<file path="config.mk">
export PLATFORM = sky130hd
export DESIGN_NAME = tridiag_det_loader
export DESIGN_NICKNAME = d
export VERILOG_FILES = /design/src/rtl/tridiag_pkg.sv /design/src/rtl/tridiag_det_loader.sv
export SDC_FILE = /design/constraint.sdc
export NUM_CORES = 1
export LEC_CHECK = 0
export ABC_AREA = 1
export CELL_PAD_IN_SITES_DETAIL_PLACEMENT = 1
export CELL_PAD_IN_SITES_GLOBAL_PLACEMENT = 1
export CORE_ASPECT_RATIO = 1.75
export CORE_MARGIN = 4
export CORE_UTILIZATION = 33
export DETAILED_ROUTE_END_ITERATION = 12
export PLACE_DENSITY_LB_ADDON = 0.2
export REMOVE_ABC_BUFFERS = 1
export SYNTH_ARGS = -nofsm -noshare
export SYNTH_HDL_FRONTEND = slang
export SYNTH_SLANG_ARGS = --single-unit
</file>
<file path="constraint.sdc">
create_clock -name clk -period 25.1 [get_ports clk]
set_input_delay 2.51 -clock clk [delete_from_list [all_inputs] [get_ports clk]]
set_output_delay 2.51 -clock clk [all_outputs]
set_load 0.005 [all_outputs]
</file>
<file path="src/rtl/tridiag_pkg.sv">
// Shared definitions for the tridiagonal determinant front end: FSM state codes
// and the layout of the serial coefficient stream.
package tridiag_pkg;

   localparam logic [1:0] ST_LOAD  = 2'd0;
   localparam logic [1:0] ST_START = 2'd1;
   localparam logic [1:0] ST_WAIT  = 2'd2;
   localparam logic [1:0] ST_RESP  = 2'd3;

   // Word offsets inside the stream: b[0..N-1], then a[0..N-2], then c[0..N-2]
   localparam int B_BASE = 0;

   function automatic int a_base(input int n);
      return n;
   endfunction

   function automatic int c_base(input int n);
      return 2 * n - 1;
   endfunction

   function automatic int num_words(input int n);
      return 3 * n - 2;
   endfunction

endpackage

</file>
<file path="src/rtl/tridiag_det_loader.sv">
// Serial coefficient loader and transaction sequencer for the tridiagonal
// determinant engine: packs a/b/c, starts the engine, returns the determinant.
module tridiag_det_loader
   import tridiag_pkg::*;
#(
   parameter int N     = 16,
   parameter int WIDTH = 16
) (
   input  logic                     clk,
   input  logic                     rst,
   input  logic                     in_valid,
   output logic                     in_ready,
   input  logic [WIDTH-1:0]         in_data,
   output logic                     out_valid,
   input  logic                     out_ready,
   output logic [2*WIDTH-1:0]       out_det,
   output logic                     busy,
   output logic                     eng_start,
   input  logic                     eng_done,
   input  logic [2*WIDTH-1:0]       eng_det,
   output logic [WIDTH*(N-1)-1:0]   a_flat,
   output logic [WIDTH*N-1:0]       b_flat,
   output logic [WIDTH*(N-1)-1:0]   c_flat
);

   localparam int NW    = num_words(N);
   localparam int CW    = $clog2(3 * N);
   localparam int A_LSB = a_base(N) * WIDTH;
   localparam int B_LSB = B_BASE * WIDTH;
   localparam int C_LSB = c_base(N) * WIDTH;
   localparam logic [CW-1:0] LAST_WORD = CW'(NW - 1);

   logic [1:0]            state_r;
   logic [1:0]            state_nxt_s;
   logic [CW-1:0]         cnt_r;
   logic [CW-1:0]         cnt_nxt_s;
   logic                  hs_s;
   logic                  in_ready_r;
   logic                  out_valid_r;
   logic                  eng_start_r;
   logic                  busy_r;
   logic [2*WIDTH-1:0]    out_det_r;
   logic [WIDTH*NW-1:0]   coef_r;

   assign hs_s = in_valid && in_ready_r && (state_r == ST_LOAD);

   // Next-state and word-counter logic
   always_comb begin
      state_nxt_s = state_r;
      cnt_nxt_s   = cnt_r;
      case (state_r)
         ST_LOAD: begin
            if (hs_s) begin
               if (cnt_r == LAST_WORD) begin
                  state_nxt_s = ST_START;
                  cnt_nxt_s   = {CW{1'b0}};
               end else begin
                  state_nxt_s = ST_LOAD;
                  cnt_nxt_s   = cnt_r + {{(CW-1){1'b0}}, 1'b1};
               end
            end else begin
               state_nxt_s = ST_LOAD;
               cnt_nxt_s   = cnt_r;
            end
         end
         ST_START: state_nxt_s = ST_WAIT;
         ST_WAIT: begin
            if (eng_done) begin
               state_nxt_s = ST_RESP;
            end else begin
               state_nxt_s = ST_WAIT;
            end
         end
         ST_RESP: begin
            if (out_valid_r && out_ready) begin
               state_nxt_s = ST_LOAD;
            end else begin
               state_nxt_s = ST_RESP;
            end
         end
         default: begin
            state_nxt_s = ST_LOAD;
            cnt_nxt_s   = {CW{1'b0}};
         end
      endcase
   end

   // State register; handshake and status outputs are decoded from the next state
   always_ff @(posedge clk or posedge rst) begin
      if (rst) begin
         state_r     <= ST_LOAD;
         cnt_r       <= {CW{1'b0}};
         in_ready_r  <= 1'b1;
         eng_start_r <= 1'b0;
         out_valid_r <= 1'b0;
         busy_r      <= 1'b0;
      end else begin
         state_r     <= state_nxt_s;
         cnt_r       <= cnt_nxt_s;
         in_ready_r  <= (state_nxt_s == ST_LOAD);
         eng_start_r <= (state_nxt_s == ST_START);
         out_valid_r <= (state_nxt_s == ST_RESP);
         busy_r      <= !((state_nxt_s == ST_LOAD) && (cnt_nxt_s == {CW{1'b0}}));
      end
   end

   // Determinant capture; done outside WAIT never reaches the result register
   always_ff @(posedge clk or posedge rst) begin
      if (rst) begin
         out_det_r <= {(2*WIDTH){1'b0}};
      end else if ((state_r == ST_WAIT) && eng_done) begin
         out_det_r <= eng_det;
      end
   end

   // Coefficient store, one slice per accepted word in stream order
   always_ff @(posedge clk or posedge rst) begin
      if (rst) begin
         coef_r <= {(WIDTH*NW){1'b0}};
      end else if (hs_s) begin
         coef_r[int'(cnt_r) * WIDTH +: WIDTH] <= in_data;
      end
   end

   assign in_ready  = in_ready_r;
   assign out_valid = out_valid_r;
   assign out_det   = out_det_r;
   assign eng_start = eng_start_r;
   assign busy      = busy_r;
   assign b_flat    = coef_r[B_LSB +: WIDTH*N];
   assign a_flat    = coef_r[A_LSB +: WIDTH*(N-1)];
   assign c_flat    = coef_r[C_LSB +: WIDTH*(N-1)];

endmodule

</file>
==> flow_metrics.tcl <==
set metrics [dict create \
    outcome "completed" \
    hp-class "flip-flop to flip-flop" \
    dieWidth_um 252 \
    syn_area_um2 34400 \
    synth_top_area_share 0.566 \
    fin_crit_ns 6.30 \
    syn2layout_area_growth_pct 34.9 \
    cts-root-buf "clkbuf_16" \
    dr.pass1.iters 5 \
    vias_per_cell 5.04 \
    grt_pass1_vias 33700 \
    first_iter_violations 1833 \
    cts-resized-gates 0 \
    grt_start_max_net_pins 163 \
    drc 0 \
    synth.avg_cell_area_um2 8.11 \
    fmax_ghz 0.159 \
    min_path_cells 2 \
    critPathKind "input pin to asynchronous set/reset pin" \
    drive_above_1_share 0.0596 \
    initial_core_util 0.333 \
    wirelength_um 161000 \
    place.gp.congestion 0.832 \
    htreeDepth 3 \
    cts_made_buffers 79 \
    post_cts_buffers 0 \
    grt.overflow.total 0 \
    hold_end "coef_r[259]$_DFFE_PP0P_" \
    power.leakage_nw 21.2 \
    r2r_slack_ns 20.12 \
    antenna_found_initial 3 \
    synthesis.instances 4244 \
    drv_cap 0 \
    hold_viol 0 \
    required_ns 25.78 \
    slowest_delay_ns 0.85 \
    hold_slack_ns 0.475 \
    skew_ns 0.0301 \
    final_antenna_net_count 0 \
    crit_buf_inv 6 \
    cts_tree "built" \
    grt_pass1_wl_um 235000 \
    dieArea_um2 110000 \
    crit_top_cell "buf_4" \
    p_per_area_nw_per_um2 70.8 \
    clk_pin_slew_worst_paths_ns 0.06 \
    crit_chain "clkdlybuf4s50_1, inv_8, buf_4, buf_4, buf_4, buf_4" \
    cp_data_arrival_time_ns 6.98 \
    layout_common_cells "nand2_1, clkdlybuf4s50_1, dfrtp_1" \
    synthTopCellsByArea "dfrtp_1, nand2_1, o21ai_1" \
    slowest_stage "buf_4" \
    clock_latency_ns 0.69 \
    clk_path_buf_depth 3 \
    relSlewSlack 0.233 \
    hpwl_um 115000 \
    synth_top_cell_by_area "dfrtp_1" \
    reg2reg_to "coef_r[196]$_DFFE_PP0P_" \
    end_kind "asynchronous set/reset pin" \
    setup_viol_count_final 0 \
    final_common_cell "nand2_1" \
    rr_startpoint "cnt_r[0]$_DFF_PP0_" \
    slew_violations 0 \
    min_from "coef_r[259]$_DFFE_PP0P_" \
    rsz0062_at_grt "false" \
    core_area_um2 103000 \
    ys_ff_latch 780 \
    ys_types 31 \
    gr-usage-all-layers 0.287 \
    ys_warn_count 0 \
    cp-start-kind "input pin" \
    crit_fanout 82 \
    r2r_cells 12 \
    final.period_utilization 0.251 \
    row_count 156 \
    worstMarginPinSlew_ns 1.14 \
    die_y_um 435 \
    tns_ns 0 \
    fin_nets 4994 \
    postCtsHoldBufs 0 \
    vias 32000 \
    wl_per_cell_um 25.3 \
    seq_area_frac_synth 0.567 \
    cts.sinks 780 \
    pin_count 825 \
    ir_drop_v 0.0000674 \
    io_buffers 824 \
    critical-path-top-delay-family "buffers and inverters" \
]
## layer usage
metal	routed length [um]	up-vias	global-route usage
met5	24	-	0
met4	8000	4	0.130
met3	12500	243	0.0811
met2	79900	1081	0.497
met1	60200	15900	0.327
li1	-	14800	-
## synthesized netlist by cell type, drive strengths merged
cell type	instances
nand2	1799
dfrtp	779
o21ai	388
nor2	328
nand3	226
inv	212
clkbuf	149
buf	124
nor3	115
nand4	69
mux2	32
clkinv	11
ha	4
nor4	3
a21oi	1
a31oi	1
dfstp	1
nand3b	1
xor2	1
## stage by stage
step                      area [um2]  power (mW)  setup WS [ns]  utilization  std cells
after floorplan                33300        1.69          0.693            -       3971
after global placement         43700        2.05          17.93        0.423       6199
after detailed placement       43700        2.06          17.90        0.423       6199
after CTS                      46400        3.33          18.63        0.449       6342
after global routing           46400        3.42          18.18        0.449       6343
final                          46400        3.29          18.80        0.449       6343
## where the power goes
part	switching (mW)	internal [mW]	total [mW]
clock	0.535	0.728	1.26
sequential	0.0188	1.29	1.31
combinational	0.555	0.162	0.717
## cell type report
type	count	area, um2
clock buffers	126	2440
diodes	1	2.50
clock inverters	17	264
multi-input cells	2968	13000
fillers	12300	57000
inverters	223	856
repair buffers	885	8720
flip-flops and latches	780	19500
well taps	1343	1680
## registers in the layout, summed over array words and instances (netlist names)
register   count
coef_r       736
out_det       32
cnt_r          6
state_r        2
busy           1
eng_start      1
in_ready       1
out_valid      1
## tightest hold or removal path, stage by stage (launching register included)
cell	delay, ns
dfrtp_1	0.34
nand2_1	0.05
nand2_1	0.05
## worst max path at each step
stage,cells after the start,to,slack [ns],start
floorplan,1,busy$_DFF_PP0_,0.69,rst
global placement,6,out_det[25]$_DFFE_PP0P_,17.93,rst
detailed placement,6,out_det[8]$_DFFE_PP0P_,17.90,rst
CTS,6,out_det[21]$_DFFE_PP0P_,18.63,rst
global route,6,out_det[5]$_DFFE_PP0P_,18.18,rst
finish,6,out_det[15]$_DFFE_PP0P_,18.80,rst
## kinds of logic after synthesis
family,Yosys count,share of synthesized area
AOI/OAI and AO/OA,390,0.0567
xor gates and xnor gates,1,0.000254
adders and majority gates,4,0.00145
buffers and inverters,496,0.0584
DFF,780,0.567
muxes,32,0.0105
and+or+nand+nor,2541,0.306
(Power assumes the default switching activity.)
